**src/rtl/crcu_apb_pkg.sv**
```systemverilog
// rtl/crcu_apb_pkg.sv - register map, reset values and FSM encoding for the CRCU APB register block
package crcu_apb_pkg;

  localparam logic [31:0] ID_VALUE_DEFAULT = 32'h4352_0100;

  localparam logic [7:0] OFF_WD_IOL_RST_CTL = 8'h00;
  localparam logic [7:0] OFF_SYS_RST_CTL    = 8'h04;
  localparam logic [7:0] OFF_CLK_GATE_CTL   = 8'h08;
  localparam logic [7:0] OFF_RST_STATUS     = 8'h0C;
  localparam logic [7:0] OFF_LOCK           = 8'h10;
  localparam logic [7:0] OFF_ID             = 8'h14;

  localparam logic [31:0] RST_WD_IOL_RST_CTL = 32'h0000_0000;
  localparam logic [31:0] RST_SYS_RST_CTL    = 32'h0000_0000;
  localparam logic [31:0] RST_CLK_GATE_CTL   = 32'h0000_0000;
  localparam logic [7:0]  RST_RST_STATUS     = 8'h00;
  localparam logic        RST_LOCK           = 1'b0;

  typedef enum logic [1:0] {
    IDLE,
    SETUP,
    WAIT,
    RESP
  } crcu_state_e;

  typedef enum logic [2:0] {
    REG_WD,
    REG_SYS,
    REG_CG,
    REG_STATUS,
    REG_LOCK,
    REG_ID,
    REG_NONE
  } crcu_reg_e;

  // Misaligned offsets fall through to REG_NONE because no mapped offset has low bits set.
  function automatic crcu_reg_e decode_offset(input logic [7:0] off);
    crcu_reg_e r;
    case (off)
      OFF_WD_IOL_RST_CTL: r = REG_WD;
      OFF_SYS_RST_CTL:    r = REG_SYS;
      OFF_CLK_GATE_CTL:   r = REG_CG;
      OFF_RST_STATUS:     r = REG_STATUS;
      OFF_LOCK:           r = REG_LOCK;
      OFF_ID:             r = REG_ID;
      default:            r = REG_NONE;
    endcase
    return r;
  endfunction

endpackage

```
**src/rtl/crcu_sticky_status.sv**
```systemverilog
// rtl/crcu_sticky_status.sv - 8-bit sticky status bank, write-1-to-clear with set priority
module crcu_sticky_status (
  input  logic       clk_i,
  input  logic       rst_i,
  input  logic [7:0] set_i,
  input  logic [7:0] clr_i,
  output logic [7:0] status_o
);
  import crcu_apb_pkg::*;

  logic [7:0] status_q;
  logic [7:0] status_d;

  // An event arriving on the same edge as a clear wins, so no pulse is ever lost.
  always_comb begin
    status_d = (status_q & ~clr_i) | set_i;
  end

  always_ff @(posedge clk_i) begin
    if (rst_i) begin
      status_q <= RST_RST_STATUS;
    end else begin
      status_q <= status_d;
    end
  end

  assign status_o = status_q;

endmodule

```
**src/rtl/crcu_apb_regs.sv**
```systemverilog
// rtl/crcu_apb_regs.sv - APB register block for reset/clock-gate control with lock and sticky status
module crcu_apb_regs
  import crcu_apb_pkg::*;
#(
  parameter int          ADDR_W   = 8,
  parameter logic [31:0] ID_VALUE = ID_VALUE_DEFAULT
) (
  input  logic              CRCU_CLK,
  input  logic              CRCU_RST,
  input  logic              psel,
  input  logic              penable,
  input  logic              pwrite,
  input  logic [ADDR_W-1:0] paddr,
  input  logic [31:0]       pwdata,
  output logic [31:0]       prdata,
  output logic              pready,
  output logic              pslverr,
  input  logic [7:0]        rst_event_in,
  output logic [31:0]       wd_iol_rst_ctl_reg,
  output logic [31:0]       sys_rst_ctl_reg,
  output logic [31:0]       clk_gate_ctl_reg
);

  crcu_state_e       state_q, state_d;
  logic [ADDR_W-1:0] addr_q, addr_d;
  logic              write_q, write_d;
  logic [31:0]       wdata_q, wdata_d;

  logic [31:0] wd_q, sys_q, cg_q;
  logic        lock_q;
  logic [7:0]  status;
  logic [7:0]  status_clr;

  crcu_reg_e   reg_sel;
  logic        hi_zero;
  logic        is_ctrl;
  logic        xfer_err;
  logic        commit;
  logic [31:0] rd_val;

  always_comb begin
    state_d = state_q;
    addr_d  = addr_q;
    write_d = write_q;
    wdata_d = wdata_q;
    case (state_q)
      IDLE: begin
        if (psel && !penable) begin
          state_d = SETUP;
          addr_d  = paddr;
          write_d = pwrite;
          wdata_d = pwdata;
        end
      end
      SETUP:   state_d = (psel && penable) ? WAIT : IDLE;
      WAIT:    state_d = psel ? RESP : IDLE;
      RESP:    state_d = IDLE;
      default: state_d = IDLE;
    endcase
  end

  // Address bits above the 8-bit offset space must be zero for a hit.
  always_comb begin
    hi_zero = (ADDR_W <= 8) ? 1'b1 : ((addr_q >> 8) == '0);
    reg_sel = hi_zero ? decode_offset(8'(addr_q)) : REG_NONE;
    is_ctrl = (reg_sel == REG_WD) || (reg_sel == REG_SYS) || (reg_sel == REG_CG);
    xfer_err = (reg_sel == REG_NONE)
             || (write_q && (reg_sel == REG_ID))
             || (write_q && lock_q && is_ctrl);
    commit = (state_q == RESP) && write_q && !xfer_err;
  end

  always_comb begin
    rd_val = 32'h0;
    case (reg_sel)
      REG_WD:     rd_val = wd_q;
      REG_SYS:    rd_val = sys_q;
      REG_CG:     rd_val = cg_q;
      REG_STATUS: rd_val = {24'h0, status};
      REG_LOCK:   rd_val = {31'h0, lock_q};
      REG_ID:     rd_val = ID_VALUE;
      default:    rd_val = 32'h0;
    endcase
  end

  assign status_clr = (commit && (reg_sel == REG_STATUS)) ? wdata_q[7:0] : 8'h00;

  always_ff @(posedge CRCU_CLK) begin
    if (CRCU_RST) begin
      state_q <= IDLE;
      addr_q  <= '0;
      write_q <= 1'b0;
      wdata_q <= 32'h0;
      wd_q    <= RST_WD_IOL_RST_CTL;
      sys_q   <= RST_SYS_RST_CTL;
      cg_q    <= RST_CLK_GATE_CTL;
      lock_q  <= RST_LOCK;
    end else begin
      state_q <= state_d;
      addr_q  <= addr_d;
      write_q <= write_d;
      wdata_q <= wdata_d;
      if (commit && (reg_sel == REG_WD))  wd_q  <= wdata_q;
      if (commit && (reg_sel == REG_SYS)) sys_q <= wdata_q;
      if (commit && (reg_sel == REG_CG))  cg_q  <= wdata_q;
      if (commit && (reg_sel == REG_LOCK) && wdata_q[0]) lock_q <= 1'b1;
    end
  end

  crcu_sticky_status u_sticky (
    .clk_i    (CRCU_CLK),
    .rst_i    (CRCU_RST),
    .set_i    (rst_event_in),
    .clr_i    (status_clr),
    .status_o (status)
  );

  assign pready  = (state_q == RESP);
  assign pslverr = (state_q == RESP) && xfer_err;
  assign prdata  = ((state_q == RESP) && !write_q && !xfer_err) ? rd_val : 32'h0;

  assign wd_iol_rst_ctl_reg = wd_q;
  assign sys_rst_ctl_reg    = sys_q;
  assign clk_gate_ctl_reg   = cg_q;

endmodule

```
**config.mk**
```make
export PLATFORM = sky130hd
export DESIGN_NAME = crcu_apb_regs
export DESIGN_NICKNAME = d
export VERILOG_FILES = /design/src/rtl/crcu_apb_pkg.sv /design/src/rtl/crcu_sticky_status.sv /design/src/rtl/crcu_apb_regs.sv
export SDC_FILE = /design/constraint.sdc
export NUM_CORES = 1
export LEC_CHECK = 0
export ABC_AREA = 1
export CORE_ASPECT_RATIO = 1.25
export CORE_MARGIN = 4
export CORE_UTILIZATION = 45
export CTS_CLUSTER_DIAMETER = 60
export DETAILED_ROUTE_END_ITERATION = 12
export PLACE_DENSITY_LB_ADDON = 0.3
export SLEW_MARGIN = 20
export SYNTH_ARGS = -nofsm -noshare
export SYNTH_HDL_FRONTEND = slang
export SYNTH_SLANG_ARGS = --single-unit
```
**constraint.sdc**
```tcl
create_clock -name CRCU_CLK -period 3.3 [get_ports CRCU_CLK]
set_input_delay 0.66 -clock CRCU_CLK [delete_from_list [all_inputs] [get_ports CRCU_CLK]]
set_output_delay 0.66 -clock CRCU_CLK [all_outputs]
set_load 0.05 [all_outputs]
```
=== After elaboration in Yosys (flattened, before gate mapping) ===
Index checks and enable logic that the tools add are counted.

* Eq/ne operators: 15
* Mux-type cells: 8
* Bitwise gates (word level): 3
* Reductions and logical operators: 27

{| class="wikitable"
|+ Operator list
! cell !! count
|-
| $pmux 32 s6 || 1
|-
| $mux 32 || 1
|-
| $pmux 3 s6 || 1
|-
| $eq 8x4->1 const B || 2
|-
| $eq 8x5->1 const B || 2
|-
| $logic_and 1x1->1 || 16
|-
| $eq 3x3->1 const B || 3
|-
| $and 8x8->8 || 1
|-
| $eq 8x3->1 const B || 1
|-
| $logic_not 8->1 || 1
|-
| $mux 8 || 1
|-
| $not 8->8 || 1
|-
| $or 8x8->8 || 1
|-
| $pmux 2 s4 || 1
|-
| $eq 3x2->1 const B || 2
|-
| $mux 2 || 3
|-
| $eq 2x2->1 const B || 2
|-
| $logic_or 1x1->1 || 4
|-
| $eq 3x1->1 const B || 1
|-
| $logic_not 1->1 || 3
|-
| $logic_not 3->1 || 1
|-
| $eq 2x1->1 const B || 1
|-
| $logic_not 2->1 || 1
|-
| $ne 2x2->1 const B || 1
|-
| $reduce_and 2->1 || 1
|}

* Register bits: 148
* Input bits: 53
* Output and inout bits: 130
* Word-level logic and storage cells: 62

=== Depth between registers and ports, before layout ===
* Depth after elaboration: 14
* Mapped depth: 16
* Depth with buffers taken out: 15

=== By module ===
From an unflattened synthesis, not the netlist that was laid out.

* Cells, all modules: 1025
* Area, all modules: 7235.7 µm²

{| class="wikitable"
|+ Modules (own cells, without submodules)
! module !! times used !! cells each !! area each (µm²) !! seq. area each (µm²)
|-
| crcu_apb_regs || 1 || 984 || 6904.1 || 2802.7
|-
| crcu_sticky_status || 1 || 41 || 331.6 || 160.2
|}

=== Worst setup path after synthesis ===
OpenSTA, ideal clock, no wires.

* Path kind: register -> output
* Start point: register addr_q[4]
* End point: output port prdata[0]
* Arrival time: 2719 ps
* Data required time: 2640 ps
* Setup slack: -79 ps
* Stages on the path, launching flop included: 14
* Buffers on the path: 1
* Cell sequence: dfxtp_1 nor2_1 nand3_1 nor2_2 inv_2 ha_1 nand2_1 nand2_1 nor2_1 nand2_1 nor2_2 buf_2 nand2_1 a31oi_1

* Longest elaborated chain between the ends: 10
* Elaborated cells on any way between the ends: 24
* Classes of those cells: eq/ne: 11; mux: 3; reduce/logical: 10

{| class="wikitable"
|+ RTL lines
! item !! RTL line !! text
|-
| start, declared || crcu_apb_regs.sv:25 || <nowiki>logic [ADDR_W-1:0] addr_q, addr_d;</nowiki>
|-
| start signal, assigned || crcu_apb_regs.sv:100 || <nowiki>addr_q <= addr_d;</nowiki>
|-
| $eq 8x5->1 (tied with other cells) || crcu_apb_pkg.sv:39 || <nowiki>case (off)</nowiki>
|-
| $pmux 3 s6 * || crcu_apb_pkg.sv:39 ||
|-
| $eq 3x1->1 / $logic_not 3->1 (equally long branches) || crcu_apb_regs.sv:66, crcu_apb_regs.sv:75 ||
|-
| $logic_or 1x1->1 (2 in a row) || crcu_apb_regs.sv:66 || <nowiki>is_ctrl = (reg_sel == REG_WD) || (reg_sel == REG_SYS) || (reg_sel == REG_CG);</nowiki>
|-
| $logic_and 1x1->1 || crcu_apb_regs.sv:69 || <nowiki>|| (write_q && lock_q && is_ctrl);</nowiki>
|-
| $logic_or 1x1->1 || crcu_apb_regs.sv:69 ||
|-
| $logic_not 1->1 || crcu_apb_regs.sv:120 || <nowiki>assign prdata = ((state_q == RESP) && !write_q && !xfer_err) ? rd_val : 32'h0;</nowiki>
|-
| $logic_and 1x1->1 || crcu_apb_regs.sv:120 ||
|-
| $mux 32 * || crcu_apb_regs.sv:120 ||
|-
| end, declared || crcu_apb_regs.sv:15 || <nowiki>output logic [31:0] prdata,</nowiki>
|}

Mark *: on every way between the ends. The rest lies on a longest branch, timed or not.

=== Worst setup path after layout ===
* Start point: register addr_q[7]
* End point: output port prdata[8]

Same word-level chain as after synthesis.

==> flow_summary_export.csv <==
group,metric,value,unit
logic_synthesis,synthesis.area,6750,um2
logic_synthesis,yosysSeqAreaShare,0.439,
routing,drt-vias-per-instance,5.29,
critical_path,crit_family,"simple AND/OR/NAND/NOR gates",
logic_synthesis,synth_cell_type_count,32,
logic_synthesis,ys_ff_latch,148,
timing,fmax,306,MHz
critical_path,crit_slowest_cell,"dfxtp_1",
layout,final.fill_count,1145,
routing,routed-wl-met2,11200,um
global_routing,antenna_found_initial,0,
routing,wl_met3,1710,um
global_routing,grt_pass1_vias,6654,
place,dp_worst_setup_slack,0.170,ns
logic_synthesis,synth_warnings,0,
place,io_buffer_count,182,
timing,finalClockSkew,0.00871,ns
die,core-area,14500,um2
layout,multi_input_area,3200,um2
timing,fin_crit,3.26,ns
critical_path,crit_top_cell,"nor2_4",
logic_synthesis,syn_nets,1062,
flow_run,maxCapViolations,0,
die,io_pins,183,
cts,numCtsBuffers,17,
cts,cts_hold_buf,0,
die,initial_core_util,0.464,
critical_path,crit_required,2.64,ns
routing,wire_per_inst,16.4,um
critical_path,cp_num_buf_inv,5,
power_and_ir_drop,ir_drop,0.314,mV
critical_path,cpPeakStageDelay,0.35,ns
timing,max_slew_margin,0.418,
routing,first_pass_iters,7,
layout,layout-drive-gt1-share,0.167,
critical_path,worstPathArrival,2.60,ns
routing,met1_length,9090,um
logic_synthesis,postSynthCellCount,1008,
layout,register_area,2970,um2
routing,drc,0,
place,dpl.hpwl,13700,um
layout,fin_nets,1240,
cts,path_clk_slew,0.06,ns
timing,worst_slack,0.0354,ns
die,die-area,17000,um2
routing,drt-initial-drc-count,632,
layout,n_antenna_cell,0,
critical_path,cp-start-kind,"flip-flop",
timing,drv_slew,0,
die,die_w,118,um
timing,setup_viol,0,
power_and_ir_drop,powerDensity,435,nW/um2
timing,rsz0062_at_grt,"yes",
routing,detail-route-antenna-nets,0,
die,num_rows,49,
cts,insertion_delay,0.41,ns
global_routing,grt_pass1_wl,33800,um
cts,clock-root-buffer,"clkbuf_16",
global_routing,grt_use_total,0.247,
critical_path,end_kind,"primary output",
worst_hold_path,hp-class,"reg -> reg",
run_status,outcome,"finished clean",
cts,htree_levels,4,
cts,cts_tree,"yes",
critical_path,crit_fanout,6,
global_routing,grt_max_degree,60,
global_routing,grt-ovfl-total,0,
layout,area_growth,48.9,%
place,place_congestion,0.834,
timing,min_period_over_period,0.989,
routing,highest_layer,"met4",
power_and_ir_drop,p_leak,4.51,nW
cts,cts.sink_count,148,
die,die_h,145,um
logic_synthesis,synth.avg_cell_area,6.69,um2
power_and_ir_drop,p_total,0.00437,W
timing,worst_pin_slew,0.871,ns
routing,route.vias.total,7289,
critical_path,setup.worst_path.class,"reg -> out",
timing,final-hold-violation-count,0,
cts,clockBufferDepth,2,
routing,drt_wl_total,22600,um
critical_path,cp_cell_sequence,"nor2_4 -> nand3_2 -> nor2_4 -> inv_2 -> ha_4 -> nand3_4 -> nand2_4 -> nor2_4 -> a21oi_2 -> nor3_2 -> nand3_2 -> clkinv_4 -> clkbuf_16 -> nand2_2 -> inv_2 -> buf_8",
worst register-to-register path: cells and delay by family (launching register included):
family        cells  cell delay [ns]
buf+inv           3             0.51
fa+ha+maj         1             0.18
flops             1             0.35
simple gates     12             1.58
where the power goes:
group          internal (W)  switching (W)  total [W]
combinational      0.000259       0.000365   0.000625
sequential          0.00183      0.0000451    0.00187
clock               0.00107       0.000799    0.00187
total               0.00316        0.00121    0.00437
cells in the mapped netlist (all sizes together):
library cell | instances | area (um2)
o2111ai | 6 | 52.6
clkbuf | 31 | 116
o21ai | 55 | 275
nor3 | 1 | 10.0
nand4 | 39 | 265
inv | 126 | 473
dfxtp | 148 | 2960
o221ai | 13 | 114
nor4 | 2 | 12.5
a2111oi | 1 | 8.76
nor2 | 241 | 933
a31oi | 1 | 6.26
buf | 30 | 188
a21oi | 47 | 235
o22ai | 12 | 75.1
ha | 1 | 12.5
nand3 | 8 | 65.1
nand2 | 245 | 932
a22oi | 1 | 7.51
repair_timing:
action | 4_1_cts | 5_1_grt
gates cloned | 2 | 4
pin swaps | 10 | 17
gates resized for setup | 39 | 75
buffers inserted | 6 | 9
setup endpoints to repair | 33 | 33
path summary, 6_finish.rpt:
path	start	endpoint	slack (ns)	cells after the start
worst max-delay path	addr_q[7]	prdata[8]	0.04	16
worst min-delay path	u_sticky.status_o[3]	u_sticky.status_o[3]	0.46	2
worst max register to register	addr_q[7]	clk_gate_ctl_reg[2]	0.64	16
worst min register to register	u_sticky.status_o[3]	u_sticky.status_o[3]	0.46	2
metrics by stage:
step	hold slack [ns]	std cells	instance area, um2	utilization	TNS [ns]
after detailed placement	0.453	1324	8950	0.616	0
after global routing	0.477	1377	10000	0.691	-1.47
after CTS	0.462	1364	9740	0.670	0
final	0.463	1377	10000	0.691	0
after floorplan	0.436	1008	6750	-	0
after global placement	0.445	1324	8950	0.616	0
layout make-up:
class | instances | area share
clock buffers | 19 | 0.0441
clock inverters | 13 | 0.0125
inverters | 126 | 0.0491
multi-input cells | 673 | 0.319
flip-flops and latches | 148 | 0.296
well taps | 178 | 0.0222
repair buffers | 219 | 0.257
repair inverters | 1 | 0.000498
placed cells by master, fill, tap and decap left out, types with 6 or more instances in the layout:
master,n
inv_2,27
nand2_1,221
o21ai_1,7
clkdlybuf4s50_1,148
o221ai_1,12
dfxtp_1,144
o22ai_1,12
o21ai_0,43
a21oi_1,46
nand2_2,20
buf_12,34
buf_4,21
buf_6,6
nor2_1,223
o2111ai_1,6
nor2_4,7
nand4_1,37
inv_1,94
nor2_2,10
clkbuf_16,19
logic make-up (layout without fill, tap and decap cells):
kind of cell             after synthesis  count (layout)  synth area share
AO/OA/AOI/OAI                        136             136             0.115
adder cells (fa/ha/maj)                1               1           0.00185
buffers and inverters                187             378             0.115
flip-flops                           148             148             0.439
AND/OR/NAND/NOR                      536             536             0.329
metal layers:
| layer | vias to the layer above | global-route usage |
|---|---|---|
| li1 | 3512 | - |
| met1 | 3392 | 0.299 |
| met2 | 343 | 0.437 |
| met3 | 42 | 0.0435 |
| met4 | 0 | 0.106 |
| met5 | - | 0 |
Power figures use the tool's default switching activity.
